**src/rtl/fwnoc_port_arb.sv**
```systemverilog
// fwnoc_port_arb: wormhole output-port arbiter for the fwnoc router.
// Shares one ready/valid output link between N_PORTS requesters. In IDLE it picks a
// header round-robin from rr_ptr. A header with a nonzero length locks the link to
// its sender until that many payload flits have transferred. Data passes through
// combinationally; the block holds no flit storage.
//
// Ports:
//   clock      - sole clock, rising edge
//   reset      - asynchronous, active-low reset
//   i_dat      - requester flits, port k at [k*DATA_WIDTH +: DATA_WIDTH]
//   i_valid    - requester flit valid
//   i_ready    - requester flit accept
//   o_dat      - output link flit
//   o_valid    - output link valid
//   o_ready    - output link accept
//   grant      - one-hot link owner, zero when there is no owner
//   busy       - high while a packet holds the link
//   stall_err  - sticky stall-watchdog error
//
// Optional build macro FWNOC_ARB_STALL_WDOG_EN: when it is defined, stall_err is set
// after STALL_LIMIT consecutive BUSY cycles without a transfer. When it is undefined,
// stall_err is tied low.
module fwnoc_port_arb #(
    parameter int unsigned N_PORTS     = 5,
    parameter int unsigned DATA_WIDTH  = 32,
    parameter int unsigned LEN_LSB     = 0,
    parameter int unsigned LEN_WIDTH   = 8,
    parameter int unsigned STALL_LIMIT = 1024
) (
    input  logic                            clock,
    input  logic                            reset,
    input  logic [N_PORTS*DATA_WIDTH-1:0]   i_dat,
    input  logic [N_PORTS-1:0]              i_valid,
    output logic [N_PORTS-1:0]              i_ready,
    output logic [DATA_WIDTH-1:0]           o_dat,
    output logic                            o_valid,
    input  logic                            o_ready,
    output logic [N_PORTS-1:0]              grant,
    output logic                            busy,
    output logic                            stall_err
);

    localparam int unsigned PTR_W = $clog2(N_PORTS);

    typedef enum logic {
        IDLE = 1'b0,
        BUSY = 1'b1
    } state_t;

    state_t                 state, state_n;
    logic [PTR_W-1:0]       rr_ptr, rr_ptr_n;
    logic [PTR_W-1:0]       own, own_n;
    logic [LEN_WIDTH-1:0]   cnt, cnt_n;
    logic [PTR_W-1:0]       win;
    logic                   any_valid;
    logic [LEN_WIDTH-1:0]   hdr_len;
    logic                   busy_xfer;
    logic [DATA_WIDTH-1:0]  flit [N_PORTS];

    function automatic logic [PTR_W-1:0] ptr_inc(input logic [PTR_W-1:0] p);
        return (p == PTR_W'(N_PORTS - 1)) ? '0 : p + PTR_W'(1);
    endfunction

    // Unpack the flat requester bus into one flit per port.
    always_comb begin
        for (int unsigned k = 0; k < N_PORTS; k++) begin
            flit[k] = i_dat[k*DATA_WIDTH +: DATA_WIDTH];
        end
    end

    // Round-robin winner: the first valid port at or after rr_ptr.
    always_comb begin
        int unsigned      idx;
        logic [PTR_W-1:0] cand;
        win       = '0;
        any_valid = 1'b0;
        idx       = 0;
        cand      = '0;
        for (int unsigned i = 0; i < N_PORTS; i++) begin
            idx  = (32'(rr_ptr) + i) % N_PORTS;
            cand = PTR_W'(idx);
            if (!any_valid && i_valid[cand]) begin
                any_valid = 1'b1;
                win       = cand;
            end
        end
    end

    assign hdr_len   = flit[win][LEN_LSB +: LEN_WIDTH];
    assign busy_xfer = i_valid[own] && o_ready;
    assign busy      = (state == BUSY);

    // State register.
    always_ff @(posedge clock or negedge reset) begin
        if (!reset) begin
            state  <= IDLE;
            rr_ptr <= '0;
            own    <= '0;
            cnt    <= '0;
        end else begin
            state  <= state_n;
            rr_ptr <= rr_ptr_n;
            own    <= own_n;
            cnt    <= cnt_n;
        end
    end

    // Next state and link steering.
    always_comb begin
        state_n  = state;
        rr_ptr_n = rr_ptr;
        own_n    = own;
        cnt_n    = cnt;
        o_dat    = '0;
        o_valid  = 1'b0;
        i_ready  = '0;
        grant    = '0;
        case (state)
            IDLE: begin
                if (any_valid) begin
                    o_dat        = flit[win];
                    o_valid      = 1'b1;
                    i_ready[win] = o_ready;
                    grant[win]   = 1'b1;
                    if (o_ready) begin
                        if (hdr_len == '0) begin
                            rr_ptr_n = ptr_inc(win);
                        end else begin
                            state_n = BUSY;
                            own_n   = win;
                            cnt_n   = hdr_len;
                        end
                    end
                end
            end
            BUSY: begin
                o_dat        = flit[own];
                o_valid      = i_valid[own];
                i_ready[own] = o_ready;
                grant[own]   = 1'b1;
                if (busy_xfer) begin
                    cnt_n = cnt - LEN_WIDTH'(1);
                    if (cnt == LEN_WIDTH'(1)) begin
                        state_n  = IDLE;
                        rr_ptr_n = ptr_inc(own);
                    end
                end
            end
            default: state_n = IDLE;
        endcase
        // Link outputs stay quiet while reset is held, whatever the requesters drive.
        if (!reset) begin
            o_dat   = '0;
            o_valid = 1'b0;
            i_ready = '0;
            grant   = '0;
        end
    end

`ifdef FWNOC_ARB_STALL_WDOG_EN
    localparam int unsigned STALL_W = $clog2(STALL_LIMIT + 1);

    logic [STALL_W-1:0] stall_cnt, stall_cnt_n;
    logic               stall_err_n;

    // Count consecutive stalled BUSY cycles, saturating at the limit.
    always_comb begin
        stall_cnt_n = '0;
        stall_err_n = stall_err;
        if (state == BUSY && !busy_xfer) begin
            stall_cnt_n = (stall_cnt == STALL_W'(STALL_LIMIT)) ? stall_cnt
                                                               : stall_cnt + STALL_W'(1);
        end
        if (stall_cnt_n == STALL_W'(STALL_LIMIT)) begin
            stall_err_n = 1'b1;
        end
    end

    always_ff @(posedge clock or negedge reset) begin
        if (!reset) begin
            stall_cnt <= '0;
            stall_err <= 1'b0;
        end else begin
            stall_cnt <= stall_cnt_n;
            stall_err <= stall_err_n;
        end
    end
`else
    logic unused_stall_limit;
    assign unused_stall_limit = ^32'(STALL_LIMIT);
    assign stall_err          = 1'b0;
`endif

endmodule

```
**config.mk**
```make
export PLATFORM = sky130hd
export DESIGN_NAME = fwnoc_port_arb
export DESIGN_NICKNAME = d
export VERILOG_FILES = /design/src/rtl/fwnoc_port_arb.sv
export SDC_FILE = /design/constraint.sdc
export NUM_CORES = 1
export LEC_CHECK = 0
export CELL_PAD_IN_SITES_DETAIL_PLACEMENT = 0
export CELL_PAD_IN_SITES_GLOBAL_PLACEMENT = 1
export CORE_ASPECT_RATIO = 1.4
export CORE_MARGIN = 2
export CORE_UTILIZATION = 30
export DETAILED_ROUTE_END_ITERATION = 10
export GPL_TIMING_DRIVEN = 0
export PLACE_DENSITY = 0.82
export SYNTH_ARGS = -nofsm -noshare
export SYNTH_HDL_FRONTEND = slang
export SYNTH_SLANG_ARGS = --single-unit
```
**constraint.sdc**
```tcl
create_clock -name clock -period 19.35 [get_ports clock]
set_clock_uncertainty 0.2 [all_clocks]
set_input_delay 3.87 -clock clock [delete_from_list [all_inputs] [get_ports clock]]
set_output_delay 3.87 -clock clock [all_outputs]
set_load 0.05 [all_outputs]
```
==> metrics.md, run 1 <==
| Metric | Value |
|---|---|
| Status | completed |
| Syn. warnings | 0 |
| CTS root buf | clkbuf_16 |
| FF-to-FF path depth | 26 |
| Hold Path End | cnt[1]$_DFFE_PN0P_ |
| CTS sink cnt | 15 |
| Highest Clock Rate | 76.3 MHz |
| Row Count | 61 |
| Io pins | 213 |
| Synth Instances | 866 |
| Syn_nets | 1,057 |
| WL per Instance | 22.3 µm |
| DRT antenna net count | 0 |
| Avg Cell Area, Syn | 7.00 µm² |
| Port Buffer Count | 208 |
| Critical Path RT | 15.28 ns |
| Post-synth top area share | 16.5% |
| Dpl hpwl | 23,400 µm |
| Most common cell after layout, fill and taps aside | clkdlybuf4s50_1 |
| Most frequent cells in the layout | 208 x clkdlybuf4s50_1, 106 x a21oi_1, 100 x mux2i_1 |
| Fraction of layout cells with a size suffix above 1 | 6.68% |
| Hold_buf cts | 0 |
| DR DRC count | 0 |
| RR Endpoint | own[2]$_DFFE_PN0P_ |
| CTS resizes | 0 |
| CTS tree | yes |
| Seq/Total Area, Yosys | 6.19% |
| Die height | 172 µm |
| GRT busiest layer | met2 |
| Worst hold path depth | 1 |
| Fill cells | 2,113 |
| EDFF count, synth | 0 |
| Post-Route WL | 29,700 µm |
| Syn-to-layout area delta | 40.9% |
| Slew HR | 23.3% |
| Most area-consuming cells after synthesis | mux2i_1 17%, a21oi_1 8.7%, dfrtp_1 6.2% |
| Setup_tns | 0 ns |
| CP Max Fanout | 10 |
| Initial antenna violation count | 1 |
| Grt met2 use | 47.2% |
| Unique cell type count in the Yosys netlist | 87 |
| Unrepaired setup endpoints after global routing | false |
| Critical path class | in -> out |
| Tightest Hold Check Type | reg -> reg |
| Reg-to-reg slack, setup | 12.02 ns |
| Worst r2r src | rr_ptr[0]$_DFFE_PN0P_ |
| Post-CTS Setup Bufs | 0 |
| Critical path endpoint category | output pin |
| FF+latch count, synth | 15 |
| DRT Pass-1 Iters | 5 |
| Cell Chain, Critical Path | clkdlybuf4s50_1, mux2_2, nor2_1, a21o_1, o21ai_1, a221oi_2, nand3_2, o21ai_0, o21a_1, clkbuf_1, buf_2, buf_2, mux2i_1, a211oi_1, o21ai_0, a21boi_0, clkdlybuf4s50_1 |
| Starting DRT DRC Count | 602 |
| Largest net degree at the start of global routing | 19 |
| Clock Latency Late Sink | 0.25 ns |
| Remaining global-route overflow | 0 |
| Placed cell areas | 0.00846 mm² |
| Util after Layout | 43.0% |
| Post-route clock period utilization | 67.7% |
| Synth area leader | mux2i_1 |
| Final hold violations | 0 |
| Post-synth top flop | dfrtp_1 |
| Nets | 1,270 |
| CTS buffer count | 3 |
| Reg clk slew, reported paths | 0.05 ns |
| H-tree levels | 1 |
| Grt met1 use | 30.9% |
| Finished Cell Area | 0.00854 mm² |
| Initial Util | 30.6% |
| Die area | 0.0214 mm² |
| Fin crit period | 13.10 ns |
| Slew @ Worst Pin | 1.14 ns |
| Async SR Flop Fraction | 100% |
| Final GP Congestion | 0.920 |
| Via count | 7,903 |
| Final max-slew violation count | 0 |
| Largest stage delay on the critical path | 0.84 ns |
| Hold path start | cnt[1]$_DFFE_PN0P_ |
| CP max-delay cell | clkdlybuf4s50_1 |
| CP arrival | 9.03 ns |
| Core Area | 0.0198 mm² |
| First-pass GRT wire length | 44,400 µm |
| Cell area after synthesis | 0.00606 mm² |
| Buffer depth of the longest clock path | 2 |
| Max Cap Violations | 0 |
| GRT Overall Usage | 26.8% |
| Vias in the first global route | 7,973 |
| GR Util met3 | 4.49% |
| CP startpoint kind | input pin |
| Via-per-instance ratio | 5.94 |
| Setup Viol. Count Final | 0 |
| Die W | 124 µm |
## cell type report
type | count | area [µm²] | area share, %
Multi-Input combinational cell | 742 | 5220 | 61.1
Timing Repair Buffer | 208 | 2080 | 24.4
Sequential cell | 15 | 375 | 4.39
Buffer | 81 | 363 | 4.25
Tap cell | 252 | 315 | 3.69
Inverter | 28 | 108 | 1.26
Clock buffer | 4 | 78.8 | 0.923
Antenna cell | 1 | 2.50 | 0.0293
## kinds of logic after synthesis
family                     Yosys count  share of synthesized area [%]
AOI/OAI and AO/OA                  346                           38.7
adders and majority gates           23                           4.75
and+or+nand+nor                    249                           21.5
xor gates and xnor gates             8                           1.28
DFF                                 15                           6.19
muxes                              115                           19.8
other                                1                         0.0618
buffers and inverters              109                           7.76
## how the worst max path moves through the flow
| stage | cells after the start | startpoint | slack [ns] | endpoint |
|---|---|---|---|---|
| finish | 17 | i_valid[1] | 6.25 | o_dat[21] |
| floorplan | 15 | i_valid[2] | 7.50 | o_dat[14] |
| detailed placement | 17 | i_valid[1] | 6.36 | o_dat[21] |
| CTS | 17 | i_valid[1] | 6.32 | o_dat[21] |
| global route | 17 | i_valid[1] | 5.86 | o_dat[21] |
| global placement | 17 | i_valid[1] | 6.36 | o_dat[21] |
## metal layers
layer	share of wire [%]	routed length [µm]	vias up
met5	0	0	-
met4	4.4	1300	0
li1	-	-	3701
met1	38	11200	3698
met2	50	14900	416
met3	7.6	2270	88
## cells in the mapped netlist (21+ instances only)
| cell type | n |
|---|---|
| o22ai_1 | 32 |
| ha_1 | 23 |
| clkbuf_1 | 53 |
| o21ai_0 | 49 |
| a21oi_1 | 106 |
| nor2b_1 | 58 |
| a22oi_1 | 24 |
| inv_1 | 21 |
| o211ai_1 | 27 |
| nand2_1 | 63 |
| nor2_1 | 46 |
| mux2i_1 | 100 |
## critical path, delay by kind of cell
family,cells,cell delay (ns)
buffers and inverters,5,2.65
AOI/OAI and AO/OA,8,1.68
muxes,2,0.50
and+or+nand+nor,2,0.31
## sequential cells by signal, summed over array words and instances (netlist names)
register  count
rr_ptr        3
own           3
cnt           8
busy          1
## metrics by stage
stage          instances  hold WS [ns]  setup slack (ns)
3_3_place_gp        1326         0.395              6.36
5_1_grt             1331         0.447              5.86
4_1_cts             1330         0.420              6.32
2_1_floorplan        866         0.343              7.50
6_report            1331         0.428              6.25
3_5_place_dp        1326         0.407              6.36
Power of run 1 is left out: the tool's default activity adds up to more than one toggle a clock period on the data nets, which glitch-free logic cannot reach.
==> run 2, diff against run 1 <==
- PLACE_DENSITY: 0.82 -> 0.86
- clock period: 19.35 -> 10.95 ns (I/O delays scaled with it)
==> run 2 against run 1 <==
Compared with the run above: setup slack got worse by 5.4 ns; hold slack got worse by 0.023 ns; cell area about the same; count of clock-buffer cells in the layout is 1 lower; critical path type is now reg -> out; highest routed layer unchanged.
==> metrics.md, run 2 (synthesis gave the netlist of run 1 again) <==
| Metric | Value |
|---|---|
| Clock Latency Late Sink | 0.25 ns (about the same) |
| Die height | 172 µm (unchanged) |
| Top Registers | cnt x8, own x3, rr_ptr x3 (unchanged) |
| CP startpoint kind | register (was input pin) |
| Initial antenna violation count | 0 (was 1) |
| Die area | 0.0214 mm² (unchanged) |
| Setup Viol. Count Final | 0 (unchanged) |
| Initial Util | 30.6% (unchanged) |
| Core Area | 0.0198 mm² (unchanged) |
| Largest net degree at the start of global routing | 19 (unchanged) |
| Reg-to-reg slack, setup | 3.67 ns (was 12.02 ns) |
| Tightest Hold Check Type | reg -> reg (unchanged) |
| Port Buffer Count | 208 (unchanged) |
| FF-to-FF path depth | 24 (was 26) |
| Final max-slew violation count | 0 (unchanged) |
| Row Count | 61 (unchanged) |
| Final hold violations | 0 (unchanged) |
| Crit path buf inv count | 10 (was 5) |
| Fill cells | 2,047 (was 2,113) |
| Io pins | 213 (unchanged) |
| Most common cell after layout, fill and taps aside | clkdlybuf4s50_1 (unchanged) |
| Critical path class | reg -> out (was in -> out) |
| Slew @ Worst Pin | 1.01 ns (was 1.14 ns) |
| Critical Path RT | 8.56 ns (was 15.28 ns) |
| CP most frequent cell | buf_2 |
| Syn-to-layout area delta | 40.9% (about the same) |
| DRT Pass-1 Iters | 5 (unchanged) |
| Unrepaired setup endpoints after global routing | false (unchanged) |
| WL per Instance | 21.6 µm (was 22.3 µm) |
| CTS resizes | 0 (unchanged) |
| Largest register by flop count | cnt (unchanged) |
| CP Max Fanout | 12 (was 10) |
| CP max-delay cell | clkdlybuf4s50_1 (unchanged) |
| Via-per-instance ratio | 5.93 (was 5.94) |
| DR DRC count | 0 (unchanged) |
| Dpl hpwl | 23,000 µm (was 23,400 µm) |
| Status | completed (unchanged) |
| Vias in the first global route | 7,815 (was 7,973) |
| CTS tree | yes (unchanged) |
| Starting DRT DRC Count | 629 (was 602) |
| Reg clk slew, reported paths | 0.05 ns (about the same) |
| Critical path endpoint category | output pin (unchanged) |
| Remaining global-route overflow | 0 (unchanged) |
| Buffer depth of the longest clock path | 2 (unchanged) |
| CTS buffer count | 3 (unchanged) |
| CP arrival | 7.75 ns (was 9.03 ns) |
| GRT Overall Usage | 25.9% (was 26.8%) |
| Crit path capture | o_dat[14] (was o_dat[21]) |
| Crit path max-delay family | buffers and inverters (unchanged) |
| Highest Clock Rate | 98.6 MHz |
| Die W | 124 µm (unchanged) |
| Largest stage delay on the critical path | 0.85 ns (was 0.84 ns) |
| Hold_buf cts | 0 (unchanged) |
| Fin crit period | 10.14 ns |
| Post-route clock period utilization | 92.6% |
| Setup WS pre-CTS | 1.20 ns (was 6.36 ns) |
| Via count | 7,897 (was 7,903) |
| Slew HR | 31.6% (was 23.3%) |
| Worst r2r src | rr_ptr[0]$_DFFE_PN0P_ (unchanged) |
| Critical path depth | 24 (was 17) |
| Post-Route WL | 28,800 µm (was 29,700 µm) |
| Max FFs per register | 8 (unchanged) |
| Nets | 1,270 (unchanged) |
| Cell Chain, Critical Path | buf_4, inv_1, buf_2, ha_1, inv_1, ha_1, inv_1, ha_1, nor2b_1, o21ai_0, a2bb2oi_1, o32ai_1, a221oi_2, nor3_1, buf_2, o21a_1, clkbuf_1, buf_2, buf_2, mux2i_1, a211oi_1, o21ai_0, a21boi_0, clkdlybuf4s50_1 (was clkdlybuf4s50_1, mux2_2, nor2_1, a21o_1, o21ai_1, a221oi_2, nand3_2, o21ai_0, o21a_1, clkbuf_1, buf_2, buf_2, mux2i_1, a211oi_1, o21ai_0, a21boi_0, clkdlybuf4s50_1) |
| First-pass GRT wire length | 43,300 µm (was 44,400 µm) |
| H-tree levels | 1 (unchanged) |
| Final critical-path setup slack | 0.811 ns (was 6.25 ns) |
| Fraction of layout cells with a size suffix above 1 | 6.77% (was 6.68%) |
| Setup_tns | 0 ns (unchanged) |
| Post-CTS Setup Bufs | 0 (unchanged) |
| Max Cap Violations | 0 (unchanged) |
| RR Endpoint | own[2]$_DFFE_PN0P_ (unchanged) |
| CTS root buf | clkbuf_16 (unchanged) |
| DRT antenna net count | 0 (unchanged) |
| Crit path launch | rr_ptr[0]$_DFFE_PN0P_ (was i_valid[1]) |
| CTS sink cnt | 15 (unchanged) |
| Most frequent cells in the layout | 208 x clkdlybuf4s50_1, 106 x a21oi_1, 100 x mux2i_1 (unchanged) |
| Final GP Congestion | 0.946 (was 0.920) |
## run 2: stage by stage
stage / cell area [µm²] / util, % / hold WS [ns] / instances
final: 8540 / 43.1 / 0.405 / 1331
after global routing: 8540 / 43.0 / 0.433 / 1330
after CTS: 8540 / 43.0 / 0.412 / 1330
after detailed placement: 8460 / 42.6 / 0.399 / 1326
after global placement: 8460 / 42.6 / 0.392 / 1326
after floorplan: 6060 / - / 0.343 / 866
## run 2: worst reg2reg max path, cell delays in order, from the launching register on
cell and delay (ns):
dfrtp_1 0.46, buf_4 0.22, inv_1 0.18, buf_2 0.35, ha_1 0.27, inv_1 0.06, ha_1 0.44, inv_1 0.12
ha_1 0.24, nor2b_1 0.15, o21ai_0 0.44, a2bb2oi_1 0.13, o32ai_1 0.49, a221oi_2 0.14, nor3_1 0.42, buf_2 0.31
o21a_1 0.20, clkbuf_1 0.43, a211oi_1 0.17, a311oi_1 0.58, and4_1 0.34, nand4_2 0.19, and2_1 0.23, buf_6 0.13
mux2_4 0.29
## run 2: worst min path at each step
stage	from	to	slack [ns]	cells after the start
after CTS	cnt[7]$_DFFE_PN0P_	cnt[7]$_DFFE_PN0P_	0.41	2
after detailed placement	cnt[7]$_DFFE_PN0P_	cnt[7]$_DFFE_PN0P_	0.40	2
final	cnt[1]$_DFFE_PN0P_	cnt[1]$_DFFE_PN0P_	0.40	1
after global routing	cnt[7]$_DFFE_PN0P_	cnt[7]$_DFFE_PN0P_	0.43	2
after floorplan	cnt[1]$_DFFE_PN0P_	cnt[1]$_DFFE_PN0P_	0.34	1
after global placement	cnt[1]$_DFFE_PN0P_	cnt[1]$_DFFE_PN0P_	0.39	1
## run 2: layer usage
layer / track usage, % / wire, µm
met2: 46.5 / 14600
met5: 0 / 0
met1: 30.2 / 10800
met3: 4.35 / 2320
met4: 10.4 / 1090
## run 2: final cells by class
| type | instances | area (µm²) | area share [%] |
|---|---|---|---|
| Tap cell | 252 | 315 | 3.69 |
| Inverter | 28 | 108 | 1.26 |
| Buffer | 81 | 363 | 4.25 |
| Sequential cell | 15 | 375 | 4.39 |
| Antenna cell | 1 | 2.50 | 0.0293 |
| Timing Repair Buffer | 208 | 2080 | 24.4 |
| Clock inverter | 1 | 5.00 | 0.0586 |
| Multi-Input combinational cell | 742 | 5220 | 61.1 |
| Clock buffer | 3 | 75.1 | 0.879 |
Power of run 2 is left out for the same reason.
==> run 3, diff against run 2 <==
- CORE_MARGIN: 2 -> not set
==> run 3 against run 2 <==
Compared with the run above: die area down 2.8%; via count down 0.51%; fmax up 0.45%; wire length down 0.93%; sequential share of layout area about the same; critical path type unchanged; hold slack worse by 0.0012 ns; sequential cell count unchanged; global-route usage up 0.62 points; setup slack better by 0.045 ns; register-to-register slack worse by 0.02 ns; largest cell class unchanged; critical path depth unchanged.
==> metrics.md, run 3 (synthesis gave the netlist of run 1 again) <==
| Metric | Value |
|---|---|
| Status | completed (unchanged) |
| Remaining global-route overflow | 0 (unchanged) |
| Max Cap Violations | 0 (unchanged) |
| Most common cell after layout, fill and taps aside | clkdlybuf4s50_1 (unchanged) |
| Largest stage delay on the critical path | 0.85 ns (about the same) |
| Starting DRT DRC Count | 580 (was 629) |
| Die W | 122 µm (was 124 µm) |
| Setup Viol. Count Final | 0 (unchanged) |
| Top Registers | cnt x8, own x3, rr_ptr x3 (unchanged) |
| Post-route clock period utilization | 92.2% (was 92.6%) |
| Die area | 0.0208 mm² (was 0.0214 mm²) |
| Row Count | 61 (unchanged) |
| Largest register by flop count | cnt (unchanged) |
| Via count | 7,857 (was 7,897) |
| GRT Overall Usage | 26.6% (was 25.9%) |
| Highest Clock Rate | 99.1 MHz (was 98.6 MHz) |
| N_diodes | 0 (was 1) |
| CTS buffer count | 3 (unchanged) |
| Buffer depth of the longest clock path | 2 (unchanged) |
| Fin crit period | 10.09 ns (was 10.14 ns) |
| Dpl hpwl | 22,800 µm (was 23,000 µm) |
| Slew @ Worst Pin | 1.06 ns (was 1.01 ns) |
| Initial Util | 30.6% (unchanged) |
| CP most frequent cell | buf_2 (unchanged) |
| CP max-delay cell | clkdlybuf4s50_1 (unchanged) |
| Core Area | 0.0198 mm² (unchanged) |
| Io pins | 213 (unchanged) |
| Most frequent cells in the layout | 208 x clkdlybuf4s50_1, 106 x a21oi_1, 100 x mux2i_1 (unchanged) |
| Reg clk slew, reported paths | 0.05 ns (about the same) |
| WL per Instance | 21.4 µm (was 21.6 µm) |
| Crit path max-delay family | buffers and inverters (unchanged) |
| CTS root buf | clkbuf_16 (unchanged) |
| Fraction of layout cells with a size suffix above 1 | 6.68% (was 6.77%) |
| Hold_buf cts | 0 (unchanged) |
| H-tree levels | 1 (unchanged) |
| Critical Path RT | 8.56 ns (about the same) |
| DR DRC count | 0 (unchanged) |
| Tightest Hold Check Type | reg -> reg (unchanged) |
| Initial antenna violation count | 0 (unchanged) |
| CP arrival | 7.70 ns (was 7.75 ns) |
| DRT antenna net count | 0 (unchanged) |
| CP Max Fanout | 12 (unchanged) |
| Unrepaired setup endpoints after global routing | false (unchanged) |
| CP startpoint kind | register (unchanged) |
| CTS tree | yes (unchanged) |
| Max FFs per register | 8 (unchanged) |
| CTS sink cnt | 15 (unchanged) |
| Setup_tns | 0 ns (unchanged) |
| Via-per-instance ratio | 5.91 (was 5.93) |
| Critical path class | reg -> out (unchanged) |
| CTS resizes | 0 (unchanged) |
| Die height | 170 µm (was 172 µm) |
| Reg-to-reg slack, setup | 3.65 ns (was 3.67 ns) |
| Critical path endpoint category | output pin (unchanged) |
| Final Non-Filler Cells | 1,330 (was 1,331) |
| Largest net degree at the start of global routing | 19 (unchanged) |
| Nets | 1,270 (unchanged) |
| Vias in the first global route | 7,841 (was 7,815) |
| DRT Pass-1 Iters | 5 (unchanged) |
| Final GP Congestion | 0.909 (was 0.946) |
| Final hold violations | 0 (unchanged) |
| Slew HR | 28.5% (was 31.6%) |
| Post-Route WL | 28,500 µm (was 28,800 µm) |
| First-pass GRT wire length | 43,200 µm (was 43,300 µm) |
| Crit path buf inv count | 10 (unchanged) |
| Clock Latency Late Sink | 0.25 ns (about the same) |
| Final max-slew violation count | 0 (unchanged) |
| Port Buffer Count | 208 (unchanged) |
| Post-CTS Setup Bufs | 0 (unchanged) |
| Cell Chain, Critical Path | buf_4, inv_1, buf_2, ha_1, inv_1, ha_1, inv_1, ha_1, nor2b_1, o21ai_0, a2bb2oi_1, o32ai_1, a221oi_2, nor3_1, buf_2, o21a_1, clkbuf_1, buf_2, buf_2, mux2i_1, a211oi_1, o21ai_0, a21boi_0, clkdlybuf4s50_1 (unchanged) |
| Syn-to-layout area delta | 40.8% (was 40.9%) |
| Placed insts | 1,326 (unchanged) |
## run 3: cell count changes in the layout (fill, tap and decap cells not counted), sizes merged
| cell | previous run | this run |
|---|---|---|
| clkbuf | 57 | 58 |
| clkinv | 4 | 3 |
| diode | 1 | 0 |
## run 3: layout make-up
cell class	count	area, µm²
multi-input cells	742	5220
flip-flops and latches	15	375
inverters	28	108
well taps	252	315
repair buffers	208	2080
fillers	2081	11300
plain buffers	81	363
clock buffers	4	78.8
## run 3: final timing paths
path                                       start  cells after the start                  to
min                           cnt[1]$_DFFE_PN0P_                      1  cnt[1]$_DFFE_PN0P_
min in group asynchronous                  reset                      1  cnt[2]$_DFFE_PN0P_
max in group asynchronous                  reset                      1      busy$_DFF_PN0_
min reg2reg                   cnt[1]$_DFFE_PN0P_                      1  cnt[1]$_DFFE_PN0P_
max                        rr_ptr[0]$_DFFE_PN0P_                     24           o_dat[14]
max reg2reg                rr_ptr[0]$_DFFE_PN0P_                     24  own[2]$_DFFE_PN0P_
## run 3: per-stage QoR
stage | hold WS (ns) | setup slack [ns] | utilization (%) | instance area [µm²]
after floorplan | 0.343 | 2.46 | - | 6060
after detailed placement | 0.412 | 1.18 | 42.6 | 8460
final | 0.404 | 0.856 | 43.0 | 8540
after global routing | 0.470 | 0.374 | 43.0 | 8540
after CTS | 0.423 | 0.904 | 43.0 | 8540
after global placement | 0.390 | 1.15 | 42.6 | 8460
## run 3: layer usage
metal,global-route usage [%],up-vias,part of all wire (%),wire length (µm)
li1,-,3714,-,-
met1,30.0,3682,39,11000
met2,47.9,384,50,14200
met3,4.39,77,7.4,2110
met4,12.0,0,4.2,1210
met5,0,-,0,0
Power of run 3 is left out for the same reason.
